File: src/rtl/nibble_serial_add_ctrl.sv
// Nibble-serial add/subtract controller.
// A single 4-bit carry-select slice is reused once per clock, LSB nibble
// first, to build a WIDTH-bit sum. The requester sees a start/ready/done
// handshake. The result, carry-out and signed overflow are held until the
// next operation completes.

// 4-bit carry-select slice: two precomputed ripple chains, picked by cin.
module nibble_csel_slice (
    input  logic [3:0] a,
    input  logic [3:0] b,
    input  logic       cin,
    output logic [3:0] sum,
    output logic       cout
);
    logic [4:0] c0_chain;
    logic [4:0] c1_chain;
    logic [3:0] s0;
    logic [3:0] s1;

    assign c0_chain[0] = 1'b0;
    assign c1_chain[0] = 1'b1;

    genvar gi;
    generate
        for (gi = 0; gi < 4; gi = gi + 1) begin : g_bit
            assign s0[gi]         = a[gi] ^ b[gi] ^ c0_chain[gi];
            assign s1[gi]         = a[gi] ^ b[gi] ^ c1_chain[gi];
            assign c0_chain[gi+1] = (a[gi] & b[gi]) | (c0_chain[gi] & (a[gi] ^ b[gi]));
            assign c1_chain[gi+1] = (a[gi] & b[gi]) | (c1_chain[gi] & (a[gi] ^ b[gi]));
        end
    endgenerate

    // Late-arriving carry only steers the final mux.
    always_comb begin
        sum  = cin ? s1 : s0;
        cout = cin ? c1_chain[4] : c0_chain[4];
    end
endmodule

module nibble_serial_add_ctrl #(
    parameter int WIDTH = 16
) (
    input  logic             Clk,
    input  logic             Reset,
    input  logic             start,
    input  logic             sub,
    input  logic [WIDTH-1:0] A,
    input  logic [WIDTH-1:0] B,
    output logic             ready,
    output logic             busy,
    output logic             done,
    output logic [WIDTH-1:0] Sum,
    output logic             cout,
    output logic             ovf
);
    localparam int NIB  = WIDTH / 4;
    localparam int IDXW = (NIB > 1) ? $clog2(NIB) : 1;
    localparam logic [IDXW-1:0] LAST_IDX = IDXW'(NIB - 1);

    localparam logic [1:0] ST_IDLE = 2'd0;
    localparam logic [1:0] ST_RUN  = 2'd1;
    localparam logic [1:0] ST_DONE = 2'd2;

    logic [1:0]       state_reg;
    logic [WIDTH-1:0] aop_reg;
    logic [WIDTH-1:0] bop_reg;
    logic             carry_reg;
    logic [IDXW-1:0]  idx_reg;
    logic             msba_reg;
    logic             msbb_reg;
    logic [WIDTH-1:0] partial_reg;
    logic [WIDTH-1:0] sum_reg;
    logic             cout_reg;
    logic             ovf_reg;

    logic [3:0]       slice_a;
    logic [3:0]       slice_b;
    logic [3:0]       slice_sum;
    logic             slice_cout;
    logic [WIDTH-1:0] partial_next;

    // Present the current nibble of each captured operand to the slice.
    always_comb begin
        slice_a = aop_reg[4*idx_reg +: 4];
        slice_b = bop_reg[4*idx_reg +: 4];
    end

    nibble_csel_slice u_slice (
        .a    (slice_a),
        .b    (slice_b),
        .cin  (carry_reg),
        .sum  (slice_sum),
        .cout (slice_cout)
    );

    // Partial sum with this cycle's nibble merged in; on the last nibble
    // this is the full result, so it can be loaded straight into Sum.
    always_comb begin
        partial_next = partial_reg;
        partial_next[4*idx_reg +: 4] = slice_sum;
    end

    // Controller: capture on start, step one nibble per clock, then pulse done.
    always_ff @(posedge Clk) begin
        if (Reset) begin
            state_reg   <= ST_IDLE;
            aop_reg     <= '0;
            bop_reg     <= '0;
            carry_reg   <= 1'b0;
            idx_reg     <= '0;
            msba_reg    <= 1'b0;
            msbb_reg    <= 1'b0;
            partial_reg <= '0;
            sum_reg     <= '0;
            cout_reg    <= 1'b0;
            ovf_reg     <= 1'b0;
        end else begin
            case (state_reg)
                ST_IDLE: begin
                    if (start) begin
                        // Subtract is A + ~B + 1: invert B here, seed carry with 1.
                        aop_reg   <= A;
                        bop_reg   <= sub ? ~B : B;
                        carry_reg <= sub;
                        idx_reg   <= '0;
                        msba_reg  <= A[WIDTH-1];
                        msbb_reg  <= sub ? ~B[WIDTH-1] : B[WIDTH-1];
                        state_reg <= ST_RUN;
                    end
                end
                ST_RUN: begin
                    partial_reg <= partial_next;
                    carry_reg   <= slice_cout;
                    idx_reg     <= idx_reg + 1'b1;
                    if (idx_reg == LAST_IDX) begin
                        state_reg <= ST_DONE;
                        sum_reg   <= partial_next;
                        cout_reg  <= slice_cout;
                        ovf_reg   <= (msba_reg == msbb_reg) &&
                                     (partial_next[WIDTH-1] != msba_reg);
                    end
                end
                ST_DONE: begin
                    state_reg <= ST_IDLE;
                end
                default: begin
                    state_reg <= ST_IDLE;
                end
            endcase
        end
    end

    // Handshake flags decode directly from state; results come from holding regs.
    always_comb begin
        ready = (state_reg == ST_IDLE);
        busy  = (state_reg != ST_IDLE);
        done  = (state_reg == ST_DONE);
        Sum   = sum_reg;
        cout  = cout_reg;
        ovf   = ovf_reg;
    end
endmodule
File: config.mk
export PLATFORM = sky130hd
export DESIGN_NAME = nibble_serial_add_ctrl
export DESIGN_NICKNAME = d
export VERILOG_FILES = /design/src/rtl/nibble_serial_add_ctrl.sv
export SDC_FILE = /design/constraint.sdc
export NUM_CORES = 1
export LEC_CHECK = 0
export CORE_AREA = 5 5 86 88
export DETAILED_ROUTE_END_ITERATION = 10
export DIE_AREA = 0 0 91 93
export PLACE_DENSITY = 0.89
export REMOVE_ABC_BUFFERS = 1
export SLEW_MARGIN = 20
export SYNTH_ARGS = -nofsm -noshare
export SYNTH_HDL_FRONTEND = slang
export SYNTH_HIERARCHICAL = 1
export SYNTH_SLANG_ARGS = --single-unit
File: constraint.sdc
create_clock -name Clk -period 4.5 [get_ports Clk]
set_clock_uncertainty 0.05 [all_clocks]
set_input_delay 0.675 -clock Clk [delete_from_list [all_inputs] [get_ports Clk]]
set_output_delay 0.675 -clock Clk [all_outputs]
set_load 0.02 [all_outputs]
==> Word level (Yosys, flattened, before mapping) <==
Index checks and enable logic that the tools add are counted.
{ "word_totals": {"register_bits": 73, "inputBits": 36, "output_inout_bits": 21, "elab_cells": 74} }
{ "classes": {"add_sub_neg": 2, "n_eq_ne": 7, "shifts": 4, "n_mux": 12, "bitwise_logic": 30, "reduce_logical": 8} }
{ "ops": {"columns": ["operator", "count"], "rows": [
  ["$neg 4->34", 1],
  ["$shift 4x34->16 const A", 1],
  ["$shiftx 4x34->16", 1],
  ["$shiftx 16x5->4", 2],
  ["$bwmux 16", 1],
  ["$mux 16", 1],
  ["$not 16->16", 1],
  ["$and 1x1->1", 10],
  ["$xor 1x1->1", 10],
  ["$pmux 2 s2", 2],
  ["$reduce_and 2->1", 4],
  ["$or 1x1->1", 7],
  ["$mux 2", 3],
  ["$eq 2x2->1 const B", 2],
  ["$mux 4", 1],
  ["$ne 2x2->1 const B", 2],
  ["$reduce_bool 2->1", 2],
  ["$mux 1", 3],
  ["$add 2x1->2 const B", 1],
  ["$eq 2x1->1 const B", 1],
  ["$logic_not 2->1", 1],
  ["$not 1->1", 2],
  ["$pmux 1 s2", 1],
  ["$eq 1x1->1", 1],
  ["other kinds (2)", 2]
]} }

==> Depth between registers and ports, before layout <==
Gate-level depths: netlist (run 1).
{ "depth": {"depth_word": 13, "ltp_mapped": 15, "depth_no_buf": 14} }

==> By module <==
The synthesis (run 1) kept the hierarchy.
{ "by_module_without_submodules": {"columns": ["mod", "instances", "cells_per_inst", "area_each_um2", "seq_area_each_um2"], "rows": [
  ["nibble_serial_add_ctrl", 1, 341, 3224.3, 1421.4],
  ["nibble_csel_slice", 1, 19, 148.9, 0.0]
]} }

==> Worst setup path before layout (run 1) <==
Ideal clock, no wire load.
{ "synth_path": {"path_kind": "register to register", "from": "register idx_reg[0]", "to": "register ovf_reg, in the netlist ovf", "setup_time_ps": 135, "arrival_ps": 3275, "required_ps": 4315, "setup_slack_ps": 1039, "stages_incl_launch_ff": 16, "path_buffers": 1, "synth_period_minus_slack_ps": 3461, "path_cell_list": "dfxtp_1 > buf_2 > mux4_2 > inv_1 > ha_1 > inv_1 > mux2i_1 > fa_1 > inv_1 > fa_1 > inv_1 > fa_1 > inv_1 > and4bb_2 > mux2i_1 > o221ai_1"} }
{ "synth_between": {"elab_chain_len": 13, "elab_cells_between_ends": 34, "cone_classes": "1 x add/sub; 2 x eq/ne; 4 x shift; 2 x mux; 23 x bitwise; 2 x reduce/logical"} }
{ "synth_rtl": {"columns": ["element", "line", "rtl"], "rows": [
  ["from (decl)", "68", "logic [IDXW-1:0] idx_reg;"],
  ["from (signal assigned)", "134", "idx_reg <= idx_reg + 1'b1;"],
  ["$shiftx 16x5->4 (*)", "84", "slice_a = aop_reg[4*idx_reg +: 4];"],
  ["net slice_a[0]", "76", "logic [3:0] slice_a;"],
  ["$and 1x1->1 / $xor 1x1->1 (equally long branches)", null, null],
  ["$or 1x1->1", "29", "assign c1_chain[gi+1] = (a[gi] & b[gi]) | (c1_chain[gi] & (a[gi] ^ b[gi]));"],
  ["$and 1x1->1", "29", null],
  ["$or 1x1->1", "29", null],
  ["$and 1x1->1", "29", null],
  ["$or 1x1->1", "29", null],
  ["$xor 1x1->1", "27", "assign s1[gi] = a[gi] ^ b[gi] ^ c1_chain[gi];"],
  ["$mux 4 (*)", "35", "sum = cin ? s1 : s0;"],
  ["net slice_sum[3]", "78", "logic [3:0] slice_sum;"],
  ["$shiftx 4x34->16 (*)", "100", "partial_next[4*idx_reg +: 4] = slice_sum;"],
  ["$bwmux 16 (*)", "100", null],
  ["$ne 1x1->1 (*)", "140", "(partial_next[WIDTH-1] != msba_reg);"],
  ["$logic_and 1x1->1 (*)", "139", "ovf_reg <= (msba_reg == msbb_reg) &&"],
  ["to (signal assigned)", "139", null],
  ["to (decl)", "74", "logic ovf_reg;"]
]} }
The timed path passes the listed nets; every way through them passes the cells marked *.
A chain may end at the register's enable or synchronous reset.

==> Worst setup path after layout (run 1) <==
{ "layout_path": {"from": "register idx_reg[0]", "to": "register partial_reg[15]"} }
{ "layout_between": {"elab_chain_len": 11, "elab_cells_between_ends": 30, "cone_classes": "1 x add/sub; 4 x shift; 2 x mux; 23 x bitwise"} }
{ "layout_rtl": {"columns": ["element", "line", "rtl"], "rows": [
  ["$shiftx 16x5->4 (*)", "85", "slice_b = bop_reg[4*idx_reg +: 4];"],
  ["net slice_b[0]", "77", "logic [3:0] slice_b;"],
  ["$and 1x1->1 / $xor 1x1->1 (equally long branches)", null, null],
  ["$or 1x1->1", "29", null],
  ["$and 1x1->1", "29", null],
  ["$or 1x1->1", "29", null],
  ["$and 1x1->1", "29", null],
  ["$or 1x1->1", "29", null],
  ["$xor 1x1->1", "27", null],
  ["$mux 4 (*)", "35", null],
  ["net slice_sum[3]", "78", null],
  ["$shiftx 4x34->16 (*)", "100", null],
  ["$bwmux 16 (*)", "100", null],
  ["to (signal assigned)", "132", "partial_reg <= partial_next;"],
  ["to (decl)", "71", "logic [WIDTH-1:0] partial_reg;"]
]} }
Marked as above.

==> run_results.csv, run 1 <==
group,metric,value,unit
die,start_util,51.4,%
clock_network,numCtsBuffers,9,
clock_network,cts_hold_buffers,0,
die,die_y,93,um
cells_and_area,fillers,509,
placement,numPortBuffers,56,
cells_and_area,diodes,0,
global_routing,grt_use_total,17.3,%
routing,drc_errors,0,
pwr,ir_drop,261,uV
synth,synth_common_cells,"dfxtp_1, nor2_1, nand2_1",
sta,setup_viol,0,
synth,netlist_area,3370,um^2
critical_path,cp-end-kind,"register",
synth,synthFlopType,"dfxtp_1",
routing,wl_per_cell,14.4,um
die,dieArea,8460,um^2
sta,final_hold_viol_count,0,
critical_path,critPathLaunchType,"register",
cells_and_area,drive_gt1_share,12.7,%
cells_and_area,area_growth,23.2,%
routing,vias_per_cell,5.38,
clock_network,cts_tree,"done",
sta,setup_tns,0,ps
die,core_area,6570,um^2
synth,synth-edff-count,0,
synth,synth.most_common_cell,"dfxtp_1",
routing,drt_iter0_drc,123,
placement,finalWeightedCongestion,0.817,
placement,dp_hpwl,5010,um
global_routing,grt_overflow,0,
routing,drt-total-wl,7080,um
die,top_level_ports,57,
synth,synth.distinct_cells,34,
sta,fin_crit_sh,74.1,%
run,max_cap_viol_count,0,
pwr,powerDensity,358,nW/um^2
global_routing,grt_pass1_vias,2583,
routing,vias,2638,
synth,synth.area.top_cells,"dfxtp_1, a211oi_1, a211oi_2",
sta,fin_crit,3340,ps
sta,whs,412,ps
cells_and_area,multi_input_area,1760,um^2
cells_and_area,stdcell_count,490,
global_routing,grt_max_degree,50,
routing,drtAntennaViolNets,0,
clock_network,clockRootBuffer,"clkbuf_8",
routing,dr.pass1.iters,4,
synth,synth_area_per_cell,9.37,um^2
status,status,"completed",
clock_network,htreeDepth,3,
cells_and_area,fin_nets,452,
pwr,finalPower,1.49,mW
synth,async_flop_share,0,%
pwr,p_leak,1.48,nW
hold_path,hold_path_class,"register to register",
global_routing,antenna_found_initial,0,
placement,placedCellCount,474,
sta,worst_slew_pin_slew,870,ps
synth,syn_inst,360,
synth,synth_top_area_share,42.1,%
clock_network,clock_sinks,71,
synth,ys_warn_count,6,
synth,yosysTopAreaCell,"dfxtp_1",
sta,max_freq,300,MHz
clock_network,cts_setup_buffers,0,
clock_network,clkLatencyLatePin,340,ps
synth,synth_seq_cells,71,
synth,seq_area_frac_synth,42.1,%
sta,maxSlewHeadroom,41.8,%
die,die-width,91,um
clock_network,ctsLongestPathBuffers,2,
clock_network,clk_pin_slew,70,ps
critical_path,cp.required,4690,ps
clock_network,cts_resized,0,
sta,rsz0062_at_grt,"false",
critical_path,crit_type,"register to register",
critical_path,cp_data_arrival_time,3530,ps
global_routing,grt_pass1_wl,11800,um
critical_path,cp_max_fo,4,
die,rows,30,
cells_and_area,final-seq-area,1420,um^2
sta,slew_violations,0,
final timing paths:
kind                       startpoint  slack, ps  depth (start not counted)                      endpoint
max           idx_reg[0]$_SDFFE_PP0P_       1160                         14  partial_reg[15]$_SDFFE_PP0P_
min          aop_reg[11]$_SDFFE_PP0P_        410                          2      aop_reg[11]$_SDFFE_PP0P_
max reg2reg   idx_reg[0]$_SDFFE_PP0P_       1160                         14  partial_reg[15]$_SDFFE_PP0P_
min reg2reg  aop_reg[11]$_SDFFE_PP0P_        410                          2      aop_reg[11]$_SDFFE_PP0P_
worst max-delay path: stages (launching register included):
cell	delay, ps
dfxtp_1	410
mux4_2	550
inv_1	70
ha_1	130
inv_1	40
mux2i_1	160
fa_1	200
inv_1	60
fa_1	350
inv_1	80
fa_1	400
inv_1	120
and4bb_2	260
mux2i_1	100
a211oi_1	280
cells by family (layout without fill, tap and decap cells):
family | count (synthesis) | after routing | share of synthesized area, %
AND/OR/NAND/NOR | 120 | 120 | 16.9
AO/OA/AOI/OAI | 87 | 87 | 19.3
flip-flops | 71 | 71 | 42.1
buffers and inverters | 42 | 92 | 5.97
XOR/XNOR | 17 | 17 | 4.41
multiplexers | 12 | 12 | 6.53
adder cells (fa/ha/maj) | 11 | 11 | 4.75
per-stage QoR:
step | utilization [%] | area, um^2 | setup WS, ps
global route | 63.3 | 4160 | 933
CTS | 63.2 | 4150 | 1150
finish | 63.3 | 4160 | 1160
floorplan | - | 3230 | 932
detailed placement | 59.8 | 3930 | 1170
global placement | 59.8 | 3930 | 1260
where the power goes:
part | internal, mW | switching, mW
clock network | 0.325 | 0.237
registers | 0.666 | 0.0224
logic | 0.109 | 0.130
metal layers:
layer	GRT usage, %	share of wire [%]
met5	0	0
met3	4.26	4.5
met2	29.3	50
met1	20.5	44
met4	8.07	1.3
placed cells by master (no fill, tap or decap), types with 2 or more instances in the layout:
master,instances
dfxtp_1,71
clkdlybuf4s50_1,55
nor2_1,51
nand2_1,34
a211oi_1,32
a21oi_1,30
nor2b_1,18
a211oi_2,16
xnor2_1,16
inv_1,15
clkbuf_8,10
mux4_2,8
ha_1,8
buf_4,5
a31oi_1,4
mux2i_1,4
and4bb_2,3
nand3_1,3
clkinv_2,3
fa_1,3
nand2b_1,2
o21ai_0,2
bufinv_16,2
area by class of cell:
cell class | instances | share of cell area, %
multi-input cells | 247 | 42.4
flip-flops and latches | 71 | 34.2
inverters | 15 | 1.35
well taps | 80 | 2.41
repair buffers | 61 | 14.3
clock buffers | 10 | 3.31
clock inverters | 6 | 2.02
Note: power is estimated with default switching activity, not from simulation.
==> run 2, diff against run 1 <==
- CORE_AREA: 5 5 86 88 -> 5 5 90 92
- DIE_AREA: 0 0 91 93 -> 0 0 95 97
- PLACE_DENSITY: 0.89 -> 0.86
- clock period: 4.5 -> 2.88 ns (I/O delays scaled with it)
==> run 2 against run 1 <==
The run now ends with setup timing left. Clock power grew 45%. Count of clock-buffer cells in the layout grew 1. Core utilization shrank 3.2 points. Cell area rose by 3.2%. Critical path depth did not move.
==> run_results.csv, run 2 (synthesis results as in run 1) <==
group,metric,value,unit
clock_network,clk_pin_slew,70,ps
sta,fin_crit,3170,ps
die,dieArea,9220,um^2
sta,setup_viol,9,
clock_network,clock_sinks,71,
cells_and_area,multi_input_area,1840,um^2
routing,wl_met1,3320,um
placement,dp_hpwl,5070,um
placement,finalWeightedCongestion,0.820,
status,violations,"setup timing",
die,start_util,47.3,%
routing,vias,2702,
routing,met2_length,3590,um
cells_and_area,stdcell_count,515,
critical_path,cp-end-kind,"register",
clock_network,cts_tree,"done",
sta,rsz0062_at_grt,"true",
global_routing,antenna_found_initial,0,
clock_network,htreeDepth,3,
die,core_area,7140,um^2
pwr,comb_power_share,18.2,%
cells_and_area,area_growth,27.2,%
run,max_cap_viol_count,0,
sta,slew_violations,0,
die,rows,31,
cells_and_area,fin_nets,458,
clock_network,ctsLongestPathBuffers,2,
sta,fin_crit_sh,110,%
sta,whs,407,ps
die,die-width,95,um
routing,drt-total-wl,7450,um
routing,drt_iter0_drc,167,
cells_and_area,final-seq-area,1430,um^2
die,die_y,97,um
pwr,p_int,1.68,mW
placement,placedCellCount,498,
critical_path,critPathLaunchType,"register",
critical_path,crit_type,"register to register",
cells_and_area,drive_gt1_share,18.8,%
pwr,pwr-share-seq,46.5,%
sta,worst_slew_pin_slew,919,ps
hold_path,hold_path_class,"register to register",
routing,vias_per_cell,5.25,
pwr,powerDensity,539,nW/um^2
critical_path,cp_data_arrival_time,3330,ps
sta,max_freq,316,MHz
die,top_level_ports,57,
sta,setup_ws,-286,ps
critical_path,cp_max_fo,3,
global_routing,grt_max_degree,50,
pwr,ir_drop,252,uV
routing,drc_errors,0,
routing,dr.pass1.iters,4,
cells_and_area,diodes,0,
clock_network,numCtsBuffers,9,
pwr,p_clk_share,35.3,%
cells_and_area,layout_commonest_cell,"dfxtp_1",
cells_and_area,fillers,609,
global_routing,grt_use_total,16.6,%
placement,numPortBuffers,56,
cells_and_area,final_cell_mix,"dfxtp_1, clkdlybuf4s50_1, nor2_1",
global_routing,grt_overflow,0,
status,status,"complete, but fails checks",
pwr,switching_power,0.635,mW
routing,routed.top_layer,"met4",
routing,wl_met3,396,um
clock_network,clkLatencyLatePin,340,ps
pwr,p_leak,1.50,nW
global_routing,grt_pass1_vias,2689,
sta,maxSlewHeadroom,38.5,%
sta,setup_tns,-1100,ps
routing,wl_per_cell,14.5,um
routing,drtAntennaViolNets,0,
critical_path,cp.required,3040,ps
pwr,p_sw_share,27.5,%
clock_network,clockRootBuffer,"clkbuf_8",
global_routing,grt_pass1_wl,12400,um
sta,final_hold_viol_count,0,
## run 2: cell types whose count changed in the layout (fill, tap and decap cells not counted), sizes merged
cell	delta
buf	+6
bufinv	-1
clkbuf	+1
clkinv	-1
clkinvlp	+1
## run 2: power groups by stage
stage               clock (mW)  sequential, mW  combinational (mW)
floorplan                    0            1.09               0.228
global placement             0            1.09               0.367
detailed placement           0            1.10               0.379
CTS                      0.823            1.07               0.404
global route             0.872            1.08               0.461
finish                   0.817            1.08               0.421
## run 2: critical path, stage by stage (launching register included)
cell	delay [ps]
dfxtp_4	370
mux4_2	530
inv_2	90
ha_4	130
inv_2	40
mux2i_4	140
fa_2	220
inv_2	40
fa_2	320
inv_2	60
fa_1	410
inv_2	70
and4bb_2	260
mux2i_1	200
o221ai_1	120
## run 2: path summary, 6_finish.rpt
check                                         startpoint                  endpoint  slack [ps]  depth (start not counted)
worst max-delay path             idx_reg[0]$_SDFFE_PP0P_          ovf$_SDFFE_PP0P_        -290                         14
worst min-delay path            aop_reg[14]$_SDFFE_PP0P_  aop_reg[14]$_SDFFE_PP0P_         410                          2
worst max register to register   idx_reg[0]$_SDFFE_PP0P_          ovf$_SDFFE_PP0P_        -290                         14
worst min register to register  aop_reg[14]$_SDFFE_PP0P_  aop_reg[14]$_SDFFE_PP0P_         410                          2
## run 2: stage by stage
step,total power [mW],instance area (um^2),util (%),setup slack (ps)
after floorplan,1.32,3230,-,-688
after global routing,2.41,4290,60.1,-443
after CTS,2.30,4260,59.7,-319
after detailed placement,1.48,3990,55.9,-416
final,2.31,4290,60.1,-286
after global placement,1.46,3990,55.9,-292
## run 2: routing by layer
layer	global-route usage, %	vias up
met3	4.19	16
met5	0	-
met4	5.99	0
met1	21.7	1265
li1	-	1342
met2	26.4	79
## run 2: cell type report
| cell class | count | share of cell area [%] |
|---|---|---|
| clock buffers | 11 | 3.53 |
| clock inverters | 5 | 1.31 |
| flip-flops and latches | 71 | 33.2 |
| repair buffers | 67 | 14.9 |
| inverters | 15 | 1.31 |
| well taps | 99 | 2.89 |
| multi-input cells | 247 | 42.9 |
## run 2: repair_timing
action                     4_1_cts  5_1_grt
buffers inserted                 2        1
setup endpoints to repair        9        9
hold buffers                     0        0
resized for setup               17        7
pin swaps                        5        4
==> run 3, diff against run 2 <==
- SLEW_MARGIN: 20 -> default
==> results of run 3 <==
No change in the layout: final DEF, timing and power equal those of run 2.
